`src/rtl/memory_stage.sv`:
```
// Memory access stage. It issues data-memory commands for loads and stores and
// holds the pipeline while an access is outstanding. Results go to writeback in registers.
module memory_stage (
  input  logic        clk,
  input  logic        rst,
  input  logic        wb_branch_hazard,
  input  logic [31:0] input_reg_pc,
  input  logic [31:0] input_alu_out,
  input  logic [31:0] input_rs2_data,
  input  logic [31:0] input_op1_data,
  input  logic [31:0] input_imm_i,
  input  logic [3:0]  input_mem_wen,
  input  logic        input_rf_wen,
  input  logic [3:0]  input_wb_sel,
  input  logic [4:0]  input_wb_addr,
  input  logic [2:0]  input_csr_cmd,
  input  logic        input_jmp_flg,
  output logic        mem_cmd_valid,
  input  logic        mem_cmd_ready,
  output logic        mem_cmd_write,
  output logic [31:0] mem_addr,
  output logic [31:0] mem_wdata,
  output logic [3:0]  mem_wmask,
  input  logic        mem_rdata_valid,
  input  logic [31:0] mem_rdata,
  output logic [31:0] output_reg_pc,
  output logic [31:0] output_alu_out,
  output logic [31:0] output_mem_rdata,
  output logic [31:0] output_op1_data,
  output logic [31:0] output_imm_i,
  output logic        output_rf_wen,
  output logic [3:0]  output_wb_sel,
  output logic [4:0]  output_wb_addr,
  output logic [2:0]  output_csr_cmd,
  output logic        output_jmp_flg,
  output logic        output_misaligned,
  output logic        output_stall_flg
);

  localparam logic [3:0] MEN_X  = 4'd0;
  localparam logic [3:0] MEN_SB = 4'd1;
  localparam logic [3:0] MEN_SH = 4'd2;
  localparam logic [3:0] MEN_SW = 4'd3;
  localparam logic [3:0] WB_X   = 4'd0;
  localparam logic [3:0] WB_LB  = 4'd4;
  localparam logic [3:0] WB_LBU = 4'd5;
  localparam logic [3:0] WB_LH  = 4'd6;
  localparam logic [3:0] WB_LHU = 4'd7;
  localparam logic [3:0] WB_LW  = 4'd8;
  localparam logic [2:0] CSR_X  = 3'd0;

  typedef enum logic [1:0] {IDLE = 2'd0, WAIT_READY = 2'd1, WAIT_RDATA = 2'd2} state_t;

  typedef struct packed {
    logic [31:0] reg_pc;
    logic [31:0] alu_out;
    logic [31:0] rs2_data;
    logic [31:0] op1_data;
    logic [31:0] imm_i;
    logic [3:0]  mem_wen;
    logic        rf_wen;
    logic [3:0]  wb_sel;
    logic [4:0]  wb_addr;
    logic [2:0]  csr_cmd;
    logic        jmp_flg;
  } op_t;

  typedef struct packed {
    logic [31:0] reg_pc;
    logic [31:0] alu_out;
    logic [31:0] mem_rdata;
    logic [31:0] op1_data;
    logic [31:0] imm_i;
    logic        rf_wen;
    logic [3:0]  wb_sel;
    logic [4:0]  wb_addr;
    logic [2:0]  csr_cmd;
    logic        jmp_flg;
    logic        misaligned;
  } out_t;

  // Access size code: 0 none, 1 byte, 2 half, 3 word. Store decode wins over load decode.
  function automatic logic [1:0] access_size(input logic [3:0] mem_wen, input logic [3:0] wb_sel);
    logic [1:0] sz;
    case (mem_wen)
      MEN_SB: sz = 2'd1;
      MEN_SH: sz = 2'd2;
      MEN_SW: sz = 2'd3;
      MEN_X: begin
        case (wb_sel)
          WB_LB, WB_LBU: sz = 2'd1;
          WB_LH, WB_LHU: sz = 2'd2;
          WB_LW:         sz = 2'd3;
          default:       sz = 2'd0;
        endcase
      end
      default: sz = 2'd0;
    endcase
    return sz;
  endfunction

  function automatic logic is_store(input logic [3:0] mem_wen);
    logic st;
    case (mem_wen)
      MEN_SB, MEN_SH, MEN_SW: st = 1'b1;
      default:                st = 1'b0;
    endcase
    return st;
  endfunction

  function automatic logic is_misaligned(input logic [1:0] sz, input logic [1:0] off);
    logic mis;
    case (sz)
      2'd2:    mis = off[0];
      2'd3:    mis = (off != 2'b00);
      default: mis = 1'b0;
    endcase
    return mis;
  endfunction

  function automatic logic [3:0] store_mask(input logic [3:0] mem_wen, input logic [1:0] off);
    logic [3:0] m;
    case (mem_wen)
      MEN_SB:  m = 4'b0001 << off;
      MEN_SH:  m = 4'b0011 << off;
      MEN_SW:  m = 4'b1111;
      default: m = 4'b0000;
    endcase
    return m;
  endfunction

  function automatic logic [31:0] store_data(input logic [3:0] mem_wen, input logic [31:0] rs2);
    logic [31:0] d;
    case (mem_wen)
      MEN_SB:  d = {4{rs2[7:0]}};
      MEN_SH:  d = {2{rs2[15:0]}};
      MEN_SW:  d = rs2;
      default: d = 32'h0000_0000;
    endcase
    return d;
  endfunction

  function automatic logic [31:0] load_extend(input logic [3:0] wb_sel, input logic [1:0] off,
                                              input logic [31:0] rdata);
    logic [15:0] half;
    logic [7:0]  byt;
    logic [31:0] res;
    half = off[1] ? rdata[31:16] : rdata[15:0];
    byt  = off[0] ? half[15:8] : half[7:0];
    case (wb_sel)
      WB_LB:   res = {{24{byt[7]}}, byt};
      WB_LBU:  res = {24'h00_0000, byt};
      WB_LH:   res = {{16{half[15]}}, half};
      WB_LHU:  res = {16'h0000, half};
      WB_LW:   res = rdata;
      default: res = 32'h0000_0000;
    endcase
    return res;
  endfunction

  function automatic out_t bubble();
    out_t b;
    b = '0;
    b.reg_pc  = 32'hFFFF_FFFF;
    b.wb_sel  = WB_X;
    b.csr_cmd = CSR_X;
    return b;
  endfunction

  function automatic out_t writeback(input op_t op, input logic mis, input logic [31:0] rdata);
    out_t w;
    w.reg_pc     = op.reg_pc;
    w.alu_out    = op.alu_out;
    w.mem_rdata  = rdata;
    w.op1_data   = op.op1_data;
    w.imm_i      = op.imm_i;
    w.rf_wen     = op.rf_wen & ~mis;
    w.wb_sel     = op.wb_sel;
    w.wb_addr    = op.wb_addr;
    w.csr_cmd    = op.csr_cmd;
    w.jmp_flg    = op.jmp_flg;
    w.misaligned = mis;
    return w;
  endfunction

  state_t     state_r, state_nxt_s;
  op_t        in_op_s, save_r, cur_op_s;
  out_t       out_r, out_nxt_s;
  logic       squash_r, squash_nxt_s;
  logic [1:0] cur_size_s, cur_off_s;
  logic       cur_store_s, cur_mem_s, cur_misaligned_s;
  logic       issue_s, stall_s;

  assign in_op_s = {input_reg_pc, input_alu_out, input_rs2_data, input_op1_data, input_imm_i,
                    input_mem_wen, input_rf_wen, input_wb_sel, input_wb_addr, input_csr_cmd,
                    input_jmp_flg};

  // In IDLE the live inputs describe the op; afterwards the latched copy does.
  assign cur_op_s         = (state_r == IDLE) ? in_op_s : save_r;
  assign cur_size_s       = access_size(cur_op_s.mem_wen, cur_op_s.wb_sel);
  assign cur_off_s        = cur_op_s.alu_out[1:0];
  assign cur_store_s      = is_store(cur_op_s.mem_wen);
  assign cur_mem_s        = (cur_size_s != 2'd0);
  assign cur_misaligned_s = is_misaligned(cur_size_s, cur_off_s);

  assign mem_cmd_valid    = issue_s & ~rst;
  assign output_stall_flg = stall_s & ~rst;
  assign mem_cmd_write    = cur_store_s;
  assign mem_addr         = {cur_op_s.alu_out[31:2], 2'b00};
  assign mem_wmask        = store_mask(cur_op_s.mem_wen, cur_off_s);
  assign mem_wdata        = store_data(cur_op_s.mem_wen, cur_op_s.rs2_data);

  // State register plus the squash flag for a load flushed while waiting for data.
  always_ff @(posedge clk or posedge rst) begin
    if (rst) begin
      state_r  <= IDLE;
      squash_r <= 1'b0;
    end else begin
      state_r  <= state_nxt_s;
      squash_r <= squash_nxt_s;
    end
  end

  // Next-state logic.
  always_comb begin
    state_nxt_s  = state_r;
    squash_nxt_s = 1'b0;
    case (state_r)
      IDLE, WAIT_READY: begin
        if (!issue_s)            state_nxt_s = IDLE;
        else if (!mem_cmd_ready) state_nxt_s = WAIT_READY;
        else if (cur_store_s)    state_nxt_s = IDLE;
        else                     state_nxt_s = WAIT_RDATA;
      end
      WAIT_RDATA: begin
        if (mem_rdata_valid) begin
          state_nxt_s  = IDLE;
          squash_nxt_s = 1'b0;
        end else begin
          state_nxt_s  = WAIT_RDATA;
          squash_nxt_s = squash_r | wb_branch_hazard;
        end
      end
      default: state_nxt_s = IDLE;
    endcase
  end

  // Command issue and stall; a hazard in WAIT_READY withdraws the command.
  always_comb begin
    issue_s = 1'b0;
    stall_s = 1'b0;
    case (state_r)
      IDLE: begin
        if (!wb_branch_hazard && cur_mem_s && !cur_misaligned_s) begin
          issue_s = 1'b1;
          stall_s = !cur_store_s || !mem_cmd_ready;
        end else begin
          issue_s = 1'b0;
          stall_s = 1'b0;
        end
      end
      WAIT_READY: begin
        if (wb_branch_hazard) begin
          issue_s = 1'b0;
          stall_s = 1'b0;
        end else begin
          issue_s = 1'b1;
          stall_s = !cur_store_s || !mem_cmd_ready;
        end
      end
      WAIT_RDATA: begin
        issue_s = 1'b0;
        stall_s = !mem_rdata_valid;
      end
      default: begin
        issue_s = 1'b0;
        stall_s = 1'b0;
      end
    endcase
  end

  // Writeback bundle selection: bubble, pass-through, or load completion.
  always_comb begin
    out_nxt_s = bubble();
    if (stall_s) begin
      out_nxt_s = bubble();
    end else begin
      case (state_r)
        IDLE: begin
          if (wb_branch_hazard) out_nxt_s = bubble();
          else                  out_nxt_s = writeback(cur_op_s, cur_misaligned_s, 32'h0000_0000);
        end
        WAIT_READY: begin
          if (wb_branch_hazard) out_nxt_s = bubble();
          else                  out_nxt_s = writeback(cur_op_s, 1'b0, 32'h0000_0000);
        end
        WAIT_RDATA: begin
          if (squash_r || wb_branch_hazard) out_nxt_s = bubble();
          else out_nxt_s = writeback(cur_op_s, 1'b0,
                                     load_extend(cur_op_s.wb_sel, cur_off_s, mem_rdata));
        end
        default: out_nxt_s = bubble();
      endcase
    end
  end

  // Save registers and writeback output registers.
  always_ff @(posedge clk or posedge rst) begin
    if (rst) begin
      save_r <= '0;
      out_r  <= bubble();
    end else begin
      if (state_r == IDLE && issue_s) save_r <= in_op_s;
      out_r <= out_nxt_s;
    end
  end

  assign output_reg_pc     = out_r.reg_pc;
  assign output_alu_out    = out_r.alu_out;
  assign output_mem_rdata  = out_r.mem_rdata;
  assign output_op1_data   = out_r.op1_data;
  assign output_imm_i      = out_r.imm_i;
  assign output_rf_wen     = out_r.rf_wen;
  assign output_wb_sel     = out_r.wb_sel;
  assign output_wb_addr    = out_r.wb_addr;
  assign output_csr_cmd    = out_r.csr_cmd;
  assign output_jmp_flg    = out_r.jmp_flg;
  assign output_misaligned = out_r.misaligned;

endmodule
```
`config.mk`:
```
export PLATFORM = sky130hd
export DESIGN_NAME = memory_stage
export DESIGN_NICKNAME = d
export VERILOG_FILES = /design/src/rtl/memory_stage.sv
export SDC_FILE = /design/constraint.sdc
export NUM_CORES = 1
export LEC_CHECK = 0
export BUFFER_PORTS_ARGS = -buffer_cell sky130_fd_sc_hd__clkbuf_2
export CAP_MARGIN = 20
export CELL_PAD_IN_SITES_DETAIL_PLACEMENT = 1
export CELL_PAD_IN_SITES_GLOBAL_PLACEMENT = 2
export CORE_ASPECT_RATIO = 1.5
export CORE_MARGIN = 2
export CORE_UTILIZATION = 33
export CTS_CLUSTER_SIZE = 25
export DETAILED_ROUTE_END_ITERATION = 8
export PLACE_DENSITY_LB_ADDON = 0.1
export SYNTH_ARGS = -nofsm -noshare
export SYNTH_HDL_FRONTEND = slang
export SYNTH_SLANG_ARGS = --single-unit
```
`constraint.sdc`:
```
create_clock -name clk -period 12.3 [get_ports clk]
set_clock_uncertainty 0.1 [all_clocks]
set_input_delay 0.615 -clock clk [delete_from_list [all_inputs] [get_ports clk]]
set_output_delay 0.615 -clock clk [all_outputs]
set_load 0.03 [all_outputs]
```
After elaboration in Yosys (flattened, before gate mapping)
Index checks and enable logic that the tools add are counted.
{"block": "word_totals", "input_bits": 215, "elab_cells": 90, "out_inout_bits": 246, "reg_bits": 356}
{"block": "classes", "n_bitwise": 6, "shift": 2, "eq_ne": 12, "mux": 28, "n_reduce_logical": 18}
{"op": "$mux 175", "count": 4}
{"op": "$pmux 175 s3", "count": 1}
{"op": "$mux 178", "count": 1}
{"op": "$pmux 32 s5", "count": 1}
{"op": "$pmux 32 s3", "count": 1}
{"op": "$eq 4x3->1 const B", "count": 4}
{"op": "$mux 16", "count": 1}
{"op": "$pmux 4 s3", "count": 1}
{"op": "$eq 4x2->1 const B", "count": 2}
{"op": "$mux 2", "count": 4}
{"op": "$mux 8", "count": 1}
{"op": "$pmux 2 s4", "count": 1}
{"op": "$mux 1", "count": 7}
{"op": "$eq 2x2->1 const B", "count": 3}
{"op": "$pmux 2 s3", "count": 1}
{"op": "$reduce_or 2->1", "count": 3}
{"op": "$logic_not 1->1", "count": 5}
{"op": "$eq 4x1->1 const B", "count": 1}
{"op": "$eq 4x4->1 const B", "count": 1}
{"op": "$logic_not 4->1", "count": 1}
{"op": "$pmux 1 s2", "count": 2}
{"op": "$pmux 2 s2", "count": 1}
{"op": "$reduce_bool 2->1", "count": 2}
{"op": "$shl 1x2->4 const A", "count": 1}
{"op": "10 further kinds", "count": 16}

Depth between registers and ports, before layout
Gate-level depths: netlist of the first run.
{"block": "depth", "word_depth": 14, "mapped_depth": 10, "ltp_nobuf": 8}

Least setup slack after synthesis of the first run
No wires, ideal clock.
{"block": "synth_path", "path_type": "input-to-output", "start": "input port input_wb_sel[3]", "end": "output port mem_cmd_valid", "path_buffers": 2, "arrival_time_ps": 2735, "path_stages": 9, "required_time_ps": 11585, "slack_ps": 8850, "path_cell_list": "or4b_1 -> o21ai_2 -> a22oi_1 -> o31a_1 -> o2bb2ai_2 -> nand2_2 -> buf_6 -> buf_6 -> a21oi_1"}
{"block": "synth_between", "elab_chain_cells": 12, "elab_cells_between_ends": 20, "classes_between": "7 x eq/ne; 6 x mux; 1 x bitwise; 6 x reduce/logical"}
{"element": "start, declared", "line": "14", "rtl": "input logic [3:0] input_wb_sel,"}
{"element": "$mux 178 (*)", "line": "199", "rtl": "assign cur_op_s = (state_r == IDLE) ? in_op_s : save_r;"}
{"element": "$eq 4x3->1", "line": "90", "rtl": "case (wb_sel)"}
{"element": "$reduce_or 2->1", "line": "90"}
{"element": "$pmux 2 s3 (*)", "line": "90"}
{"element": "$pmux 2 s4 (*)", "line": "85", "rtl": "case (mem_wen)"}
{"element": "$eq 2x2->1", "line": "113", "rtl": "case (sz)"}
{"element": "$pmux 1 s2", "line": "113"}
{"element": "$logic_not 1->1", "line": "254", "rtl": "if (!wb_branch_hazard && cur_mem_s && !cur_misaligned_s) begin"}
{"element": "$logic_and 1x1->1 (*)", "line": "254"}
{"element": "$mux 1 (*)", "line": "254"}
{"element": "$pmux 1 s2 (*)", "line": "252", "rtl": "case (state_r)"}
{"element": "$and 1x1->1 (*)", "line": "206", "rtl": "assign mem_cmd_valid = issue_s & ~rst;"}
{"element": "end, declared", "line": "18", "rtl": "output logic mem_cmd_valid,"}
Mark *: on every way between the ends. The rest lies on a longest branch, timed or not.

Final worst setup path of the first run
{"block": "layout_path", "start": "register state_r[1]", "end": "output port mem_cmd_valid"}
{"block": "layout_between", "elab_chain_cells": 13, "elab_cells_between_ends": 27, "classes_between": "11 x eq/ne; 6 x mux; 1 x bitwise; 9 x reduce/logical"}
{"element": "start, declared", "line": "186", "rtl": "state_t state_r, state_nxt_s;"}
{"element": "start signal, assigned", "line": "219", "rtl": "state_r <= state_nxt_s;"}
{"element": "$logic_not 2->1", "line": "199, 252"}
{"element": "$mux 178", "line": "199"}
{"element": "$eq 4x3->1", "line": "90"}
{"element": "$reduce_or 2->1", "line": "90"}
{"element": "$pmux 2 s3", "line": "90"}
{"element": "$pmux 2 s4", "line": "85"}
{"element": "$eq 2x2->1", "line": "113"}
{"element": "$pmux 1 s2", "line": "113"}
{"element": "$logic_not 1->1", "line": "254"}
{"element": "$logic_and 1x1->1", "line": "254"}
{"element": "$mux 1", "line": "254"}
{"element": "$pmux 1 s2 (*)", "line": "252"}
{"element": "$and 1x1->1 (*)", "line": "206"}
Marks and branches as above.

==> flow_summary.json, run 1 <==
{
  "clk_latency_ns": 0.53,
  "endpoint_kind": "output pin",
  "ys.flop_type": "dfrtp_1",
  "dr.pass1.iters": 5,
  "io_buffer_count": 458,
  "path_clk_slew_ns": 0.07,
  "slew_headroom": 0.328,
  "routabilityCongestion": 0.777,
  "crit_arrival_ns": 4.04,
  "final_hold_viol_count": 0,
  "leakage_nw": 9.85,
  "switching_power_mw": 1.77,
  "drt.antenna.violating_nets": 0,
  "hold_end": "state_r[0]",
  "fmax_mhz": 210,
  "p_int_mw": 2.98,
  "r2r-start": "state_r[1]",
  "holdPathStages": 2,
  "fillCellCount": 5117,
  "layout.area.seq_mm2": 0.00895,
  "vdd_ir_drop_max_mv": 0.108,
  "status": "completed",
  "hp-class": "in -> reg",
  "coreArea_mm2": 0.0459,
  "finish.utilization": 0.424,
  "synth-edff-count": 0,
  "synth_area_mm2": 0.0154,
  "place_hpwl_um": 34500,
  "wl_per_cell_um": 21.4,
  "synthTopCellsByArea": "dfrtp_1 (53%), mux2_4 (8.8%), mux2_2 (6.1%), dfstp_2 (5.5%), nor2_1 (4.4%)",
  "nets": 1953,
  "startpoint_type": "flip-flop",
  "cts_buffer_depth": 3,
  "vias": 11800,
  "first_iter_violations": 499,
  "cts_root_buf": "clkbuf_16",
  "powerDensity_mw_per_mm2": 244,
  "rsz0062_at_grt": "no",
  "grt_pass1_vias": 12800,
  "ios": 461,
  "cts_setup_buffers": 0,
  "max_cap_violations": 0,
  "r2r_end": "save_r[131]",
  "yosysTopAreaCell": "dfrtp_1",
  "cts_tree": "done",
  "cts.sinks": 356,
  "areaGrowthSynthToFinish_pct": 26.4,
  "hold_slack_ns": 0.202,
  "synthArstFlopShare": 1.00,
  "grt-ovfl-total": 0,
  "cts_htree_levels": 2,
  "ys_ff_latch": 356,
  "multiInputGateArea_mm2": 0.00604,
  "ys_types": 56,
  "hold_start": "mem_cmd_ready",
  "avgSynthCellArea_um2": 11.8,
  "yosysSeqAreaShare": 0.581,
  "die_w_um": 180,
  "tightest_slew_ns": 1.01,
  "fin_setup_tns_ns": 0,
  "r2r_slack_ns": 7.84,
  "min_period_ns": 4.75,
  "numCtsBuffers": 40,
  "setup_viol": 0,
  "wl_um": 50300,
  "via_per_inst": 5.01,
  "fp.dieH_um": 269,
  "slew_viol_final": 0,
  "grt_util_all_layers": 0.203,
  "fin_crit_sh": 0.387,
  "cts_hold_buf": 0,
  "switching_share": 0.373,
  "cts_resized": 0,
  "placementRows": 96,
  "grt_max_degree": 139,
  "grt_pass1_wl_um": 76900,
  "path_max_fanout": 86,
  "antenna_found_initial": 5,
  "rr_worst_depth": 9,
  "dieArea_mm2": 0.0484,
  "drc": 0,
  "drive_gt1_frac": 0.429,
  "clockPowerShare": 0.245,
  "initial_core_util": 0.336,
  "combPwrFrac": 0.368,
  "power_frac_seq": 0.387,
  "required_ns": 11.59,
  "path_class": "reg -> out",
  "syn_inst": 1308,
  "synth_warnings": 0,
  "synth_top_area_frac": 0.527
}
## kinds of logic (layout without fill, tap and decap cells)
logic type,Yosys count,in the layout,synth area share
buffers and inverters,90,542,0.0298
other,1,7,0.000244
AND/OR/NAND/NOR,388,388,0.103
AO/OA/AOI/OAI,254,254,0.106
flip-flops,356,356,0.581
multiplexers,219,219,0.180
## worst max path at each step
stage                         to       start
2_1_floorplan  output_alu_out[0]         rst
3_3_place_gp         save_r[133]  state_r[1]
3_5_place_dp         save_r[129]  state_r[1]
4_1_cts            mem_cmd_valid  state_r[1]
5_1_grt            mem_cmd_valid  state_r[1]
6_report           mem_cmd_valid  state_r[1]
## cell usage in the layout, fill, tap and decap left out, drive strengths merged, types with 3 or more instances in the layout
master / instances
o31ai: 3
nand2b: 5
nor2: 181
diode: 5
nor3: 6
buf: 17
a22oi: 81
or3: 3
dfrtp: 324
mux2: 180
a211oi: 6
dfstp: 32
clkinv: 6
nand3: 11
nor2b: 7
mux2i: 38
a222oi: 7
inv: 3
o22ai: 16
and2: 3
o21ai: 40
clkbuf: 513
nand2: 159
a21oi: 87
## stage by stage
stage                     total power [mW]  std cells  setup WS, ns  area, um^2
after CTS                             4.81       2347          7.45       19400
final                                 4.74       2354          7.55       19500
after detailed placement              3.62       2282          7.78       18100
after global routing                  5.01       2353          7.22       19500
after global placement                3.57       2282          7.82       18100
after floorplan                       3.09       1309          1.76       15400
## sequential cells by signal (all words and copies together) (netlist names)
register and flops:
output_alu_out 32, output_rf_wen 1, save_r 178, output_jmp_flg 1
output_imm_i 32, output_misaligned 1, output_op1_data 32, output_wb_addr 5
output_mem_rdata 32, state_r 2, squash_r 1, output_wb_sel 4
output_csr_cmd 3, output_reg_pc 32
## cell type report
| cell class | instances | share of cell area |
|---|---|---|
| Antenna cell | 5 | 0.000643 |
| Timing Repair Buffer | 475 | 0.126 |
| Clock buffer | 55 | 0.0579 |
| Inverter | 2 | 0.000772 |
| Tap cell | 588 | 0.0378 |
| Sequential cell | 356 | 0.460 |
| Multi-Input combinational cell | 863 | 0.310 |
| Clock inverter | 10 | 0.00605 |
## cells in the mapped netlist, drive strengths merged (2+ instances only)
cell,count
a22oi,81
buf,42
dfrtp,324
mux2,180
dfstp,32
nor2,181
nand2b,5
or4,2
nor3,6
a21oi,87
o31a,2
nor2b,7
inv,2
o21ai,40
and2,3
nand2,159
o22ai,16
mux2i,38
o21bai,2
a222oi,7
or3,3
o31ai,3
a211oi,6
clkbuf,46
or4b,2
nand3,11
nand4b,2
## worst max-delay path, stage by stage, from the launching register on
cell and delay [ns]:
dfrtp_1 0.57, nor2_4 0.15, buf_4 0.44, mux2_2 0.47
nand2_1 0.31, o31a_1 0.21, o2bb2ai_2 0.27, nand2_8 0.48
a21oi_1 0.32, clkbuf_2 0.24
## power by group through the flow
stage                     Combinational (mW)  Sequential [mW]  Clock, mW
after floorplan                         1.06             2.02          0
after global placement                  1.74             1.83          0
after detailed placement                1.77             1.85          0
after CTS                               1.77             1.84       1.20
after global routing                    1.88             1.89       1.25
final                                   1.75             1.83       1.16
## per-layer routing
metal	global-route usage	wire, um
met1	0.251	20400
met2	0.357	25700
met3	0.0396	2590
met4	0.0693	1580
met5	0	13
No activity file was read; power rests on OpenSTA's default activity.
==> run 2: changes to the inputs <==
==> constraint.sdc (replaced) <==
create_clock -name clk -period 4.6 [get_ports clk]
set_clock_uncertainty 0.1 [all_clocks]
set_input_delay 0.23 -clock clk [delete_from_list [all_inputs] [get_ports clk]]
set_output_delay 0.23 -clock clk [all_outputs]
set_load 0.03 [all_outputs]
==> run 2 against run 1 <==
  * Cell area is 12% higher
  * Worst hold slack got worse by 0.17 ns
  * Clock power grew to 2.7 times the previous value
==> flow_summary.json, run 2 (synthesized netlist as in run 1, its figures left out) <==
{
  "cts_resized": 0,
  "via_per_inst": 4.94,
  "final_cell_mix": "clkbuf_2 (458), dfrtp_1 (324), dlygate4sd3_1 (216)",
  "drc": 0,
  "required_ns": 4.27,
  "slew_viol_final": 0,
  "vias": 12700,
  "cts_buffer_depth": 3,
  "areaGrowthSynthToFinish_pct": 40.9,
  "fmax_mhz": 235,
  "routabilityCongestion": 0.790,
  "drt.antenna.violating_nets": 0,
  "clockPowerShare": 0.240,
  "design_area_mm2": 0.0217,
  "numCtsBuffers": 39,
  "placed_cell_area_mm2": 0.0183,
  "combPwrFrac": 0.379,
  "antenna_found_initial": 6,
  "setup_viol": 0,
  "place_hpwl_um": 35200,
  "final_common_cell": "clkbuf_2",
  "die_w_um": 180,
  "startpoint_type": "flip-flop",
  "p_int_mw": 8.11,
  "grt_pass1_vias": 14000,
  "powerDensity_mw_per_mm2": 595,
  "worst_slack_ns": 0.345,
  "drive_gt1_frac": 0.385,
  "crit_arrival_ns": 3.93,
  "grt_max_degree": 158,
  "ios": 461,
  "wl_um": 53000,
  "first_iter_violations": 561,
  "endpoint_kind": "output pin",
  "place_ws_ns": 0.676,
  "nets": 2171,
  "finish.utilization": 0.473,
  "dr.pass1.iters": 6,
  "grt_pass1_wl_um": 82000,
  "hp-class": "in -> reg",
  "max_cap_violations": 0,
  "cts_root_buf": "clkbuf_16",
  "largest_reg_flops": 178,
  "dieArea_mm2": 0.0484,
  "status": "completed",
  "path_clk_slew_ns": 0.06,
  "top_register": "save_r",
  "path_class": "reg -> out",
  "path_max_fanout": 52,
  "cts_tree": "done",
  "tightest_slew_ns": 1.08,
  "cts_htree_levels": 2,
  "rsz0062_at_grt": "no",
  "cts_setup_buffers": 0,
  "leakage_nw": 10.8,
  "clk_latency_ns": 0.53,
  "wl_per_cell_um": 20.6,
  "fp.dieH_um": 269,
  "io_buffer_count": 458,
  "grt_util_all_layers": 0.214,
  "coreArea_mm2": 0.0459,
  "switching_power_mw": 4.81,
  "grt-ovfl-total": 0,
  "final_hold_viol_count": 0,
  "fin_crit_sh": 0.925,
  "placementRows": 96,
  "vdd_ir_drop_max_mv": 0.342,
  "power_frac_seq": 0.381,
  "min_period_ns": 4.26,
  "initial_core_util": 0.336,
  "cts.sinks": 356,
  "switching_share": 0.372,
  "slew_headroom": 0.280
}
## run 2: worst paths after layout
kind                                       start                 end  slack, ns  cells past startpoint
worst min-delay path            wb_branch_hazard    output_wb_sel[1]       0.03                      2
worst max-delay path                  state_r[1]       mem_cmd_valid       0.34                      8
max in group asynchronous                    rst     output_imm_i[3]       2.90                      4
min in group asynchronous                    rst          save_r[15]       0.23                      3
worst max register to register        state_r[1]  output_alu_out[16]       0.73                      8
worst min register to register       save_r[141]         save_r[141]       0.39                      1
## run 2: layout make-up
type / instances / area, um^2
flip-flops and latches: 356 / 8950
fillers: 5020 / 24200
clock inverters: 14 / 100
clock buffers: 56 / 1160
inverters: 2 / 11.3
diodes: 3 / 7.51
well taps: 588 / 736
repair buffers: 694 / 4690
multi-input cells: 863 / 6040
## run 2: power by group through the flow
stage               clock network, mW  logic, mW  registers (mW)
global placement                    0       4.68            4.92
CTS                              3.22       4.96            4.92
finish                           3.11       4.89            4.92
global route                     3.33       5.27            5.05
floorplan                           0       2.84            5.41
detailed placement                  0       4.77            4.96
## run 2: layer usage
metal | part of all wire | GRT usage | wire (um)
met3 | 0.050 | 0.0393 | 2640
met2 | 0.52 | 0.382 | 27300
met1 | 0.41 | 0.261 | 21500
met4 | 0.029 | 0.0700 | 1530
met5 | 0.00064 | 0 | 34
## run 2: critical path, cell delays in order, from the launching register on
cell,delay (ns)
dfrtp_1,0.57
nor2_4,0.60
mux2_2,0.52
nand2_1,0.33
o31a_1,0.23
o2bb2ai_2,0.26
nand2_8,0.38
a21oi_1,0.28
clkbuf_2,0.23
## run 2: stage by stage
stage | cells | hold slack [ns] | total power, mW | setup TNS (ns)
final | 2576 | 0.0341 | 12.9 | 0
after global routing | 2576 | 0.0347 | 13.6 | 0
after CTS | 2573 | 0.00918 | 13.1 | 0
after detailed placement | 2287 | 0.243 | 9.73 | 0
after global placement | 2287 | 0.258 | 9.60 | 0
after floorplan | 1309 | 0.193 | 8.25 | -153.64
## run 2: timing repair
action / CTS / global route
endpoints found under the setup margin: 0 / 0
endpoints found under the hold margin: 361 / 0
hold buffers: 216 / 0
==> run 3: changes to the inputs <==
--- a/config.mk
+++ b/config.mk
@@ -11,7 +11,7 @@
 export CELL_PAD_IN_SITES_GLOBAL_PLACEMENT = 2
 export CORE_ASPECT_RATIO = 1.5
 export CORE_MARGIN = 2
-export CORE_UTILIZATION = 33
+export CORE_UTILIZATION = 35
 export CTS_CLUSTER_SIZE = 25
 export DETAILED_ROUTE_END_ITERATION = 8
 export PLACE_DENSITY_LB_ADDON = 0.1
==> constraint.sdc (replaced) <==
create_clock -name clk -period 5.35 [get_ports clk]
set_clock_uncertainty 0.1 [all_clocks]
set_input_delay 0.2675 -clock clk [delete_from_list [all_inputs] [get_ports clk]]
set_output_delay 0.2675 -clock clk [all_outputs]
set_load 0.03 [all_outputs]
==> run 3 against run 2 <==
  * Setup slack gained 0.56 ns
  * Power down 14%
  * Die area is 5.6% lower
  * Sequential share of layout area is 0.31 points higher
  * Clock power decreased by 14%
  * Largest power group unchanged
  * Cell area decreased by 0.74%
==> flow_summary.json, run 3 (synthesized netlist as in run 1, its figures left out) <==
{
  "status": "completed",
  "met1Wirelength_um": 20000,
  "p_total_mw": 11.0,
  "initial_core_util": 0.353,
  "numCtsBuffers": 38,
  "r2r_slack_ns": 1.20,
  "top_layer": "met5",
  "path_class": "reg -> out",
  "crit_arrival_ns": 4.08,
  "antenna_found_initial": 4,
  "grt-ovfl-total": 0,
  "p_int_mw": 6.94,
  "wl_per_cell_um": 20.1,
  "grt_util_all_layers": 0.219,
  "endpoint_kind": "output pin",
  "fin_setup_tns_ns": 0,
  "io_buffer_count": 458,
  "cts_setup_buffers": 0,
  "hold_end": "output_mem_rdata[7]",
  "slew_headroom": 0.201,
  "power_frac_seq": 0.381,
  "fp.dieH_um": 261,
  "hp-class": "in -> reg",
  "powerDensity_mw_per_mm2": 513,
  "nets": 2162,
  "final_hold_viol_count": 0,
  "drive_gt1_frac": 0.386,
  "min_period_ns": 4.44,
  "crit_chain": "nor2_4 -> buf_4 -> mux2i_1 -> o211a_1 -> o2bb2ai_2 -> nand2_8 -> a21oi_1 -> clkbuf_2",
  "place_hpwl_um": 34200,
  "fmax_mhz": 225,
  "final_cell_mix": "clkbuf_2 (458), dfrtp_1 (324), dlygate4sd3_1 (208)",
  "cpMaxStageDelayCell": "buf_4",
  "max_stage_delay_ns": 0.64,
  "switching_share": 0.372,
  "first_iter_violations": 579,
  "slew_viol_final": 0,
  "fin_crit_sh": 0.831,
  "cts_root_buf": "clkbuf_16",
  "coreArea_mm2": 0.0436,
  "critPathBufInv": 2,
  "finish.utilization": 0.494,
  "vdd_ir_drop_max_mv": 0.267,
  "rsz0062_at_grt": "no",
  "grt_pass1_vias": 13900,
  "cts_buffer_depth": 3,
  "setup_viol": 0,
  "cts_tree": "done",
  "r2r-start": "state_r[1]",
  "dr_wl_met3_um": 2850,
  "required_ns": 4.98,
  "vias": 12700,
  "startpoint_type": "flip-flop",
  "clockPowerShare": 0.241,
  "cts_htree_levels": 2,
  "leakage_nw": 10.7,
  "drt.antenna.violating_nets": 0,
  "largest_reg_flops": 178,
  "routabilityCongestion": 0.805,
  "dr.pass1.iters": 5,
  "drc": 0,
  "r2r_end": "save_r[64]",
  "hold_start": "mem_rdata[7]",
  "dieArea_mm2": 0.0457,
  "fillCellCount": 4781,
  "holdPathStages": 3,
  "path_clk_slew_ns": 0.07,
  "via_per_inst": 4.97,
  "final_common_cell": "clkbuf_2",
  "placementRows": 94,
  "die_w_um": 175,
  "grt_pass1_wl_um": 78700,
  "tightest_slew_ns": 1.20,
  "path_max_fanout": 77,
  "max_cap_violations": 0,
  "cp_top_family": "simple AND/OR/NAND/NOR gates",
  "wl_um": 51300,
  "ios": 461,
  "combPwrFrac": 0.378,
  "grt_max_degree": 199,
  "startpoint": "state_r[1]",
  "met2_length_um": 27000,
  "clk_latency_ns": 0.53,
  "rr_worst_depth": 8,
  "areaGrowthSynthToFinish_pct": 39.9,
  "cts.sinks": 356,
  "top_register": "save_r",
  "switching_power_mw": 4.11
}
-- run 3: worst max path at each step --
stage                     slack, ns  cells after the start           endpoint
after CTS                      0.79                      8      mem_cmd_valid
after global placement         1.29                      8         save_r[57]
after detailed placement       1.14                      8         save_r[71]
after global routing           0.59                      8      mem_cmd_valid
final                          0.91                      8      mem_cmd_valid
after floorplan                0.24                      1  output_alu_out[0]
-- run 3: repair_timing --
action,4_1_cts,5_1_grt
hold endpoints to repair,375,0
hold buffers,208,0
resized for setup,0,0
-- run 3: cell type report --
type	instances	area (um^2)	area share
tap	576	721	0.0335
clock buffer	51	1070	0.0497
inverter	2	11.3	0.000523
timing repair buffer	686	4560	0.212
antenna	2	5.00	0.000232
multi-input combinational	863	6040	0.280
sequential	356	8950	0.416
clock inverter	15	178	0.00825
-- run 3: per-layer routing --
metal | track usage | up-vias
met3 | 0.0440 | 75
met5 | 0 | -
met1 | 0.258 | 6411
met4 | 0.0664 | 4
met2 | 0.399 | 349
li1 | - | 5839
-- run 3: metrics by stage --
| step | cells | hold WS (ns) | instance area (um^2) | setup WS, ns |
|---|---|---|---|---|
| 5_1_grt | 2551 | 0.0237 | 21500 | 0.592 |
| 4_1_cts | 2549 | 0.00271 | 21500 | 0.790 |
| 3_3_place_gp | 2275 | 0.373 | 18200 | 1.29 |
| 3_5_place_dp | 2275 | 0.387 | 18200 | 1.14 |
| 2_1_floorplan | 1309 | 0.231 | 15400 | 0.238 |
| 6_report | 2551 | 0.0138 | 21500 | 0.906 |
-- run 3: power by group through the flow --
stage	Sequential, mW	Clock, mW	Combinational (mW)
after floorplan	4.65	0	2.44
after global placement	4.21	0	3.99
after detailed placement	4.24	0	4.08
after CTS	4.21	2.74	4.23
after global routing	4.33	2.85	4.49
final	4.21	2.66	4.17
-- run 3: worst reg2reg max path, stage by stage (launching register included) --
cell	delay [ns]
dfrtp_1	0.57
nor2_4	0.45
buf_4	0.64
mux2i_1	0.45
o21ai_1	0.19
o2bb2ai_2	0.21
nand2_8	0.56
buf_4	0.46
mux2_2	0.40
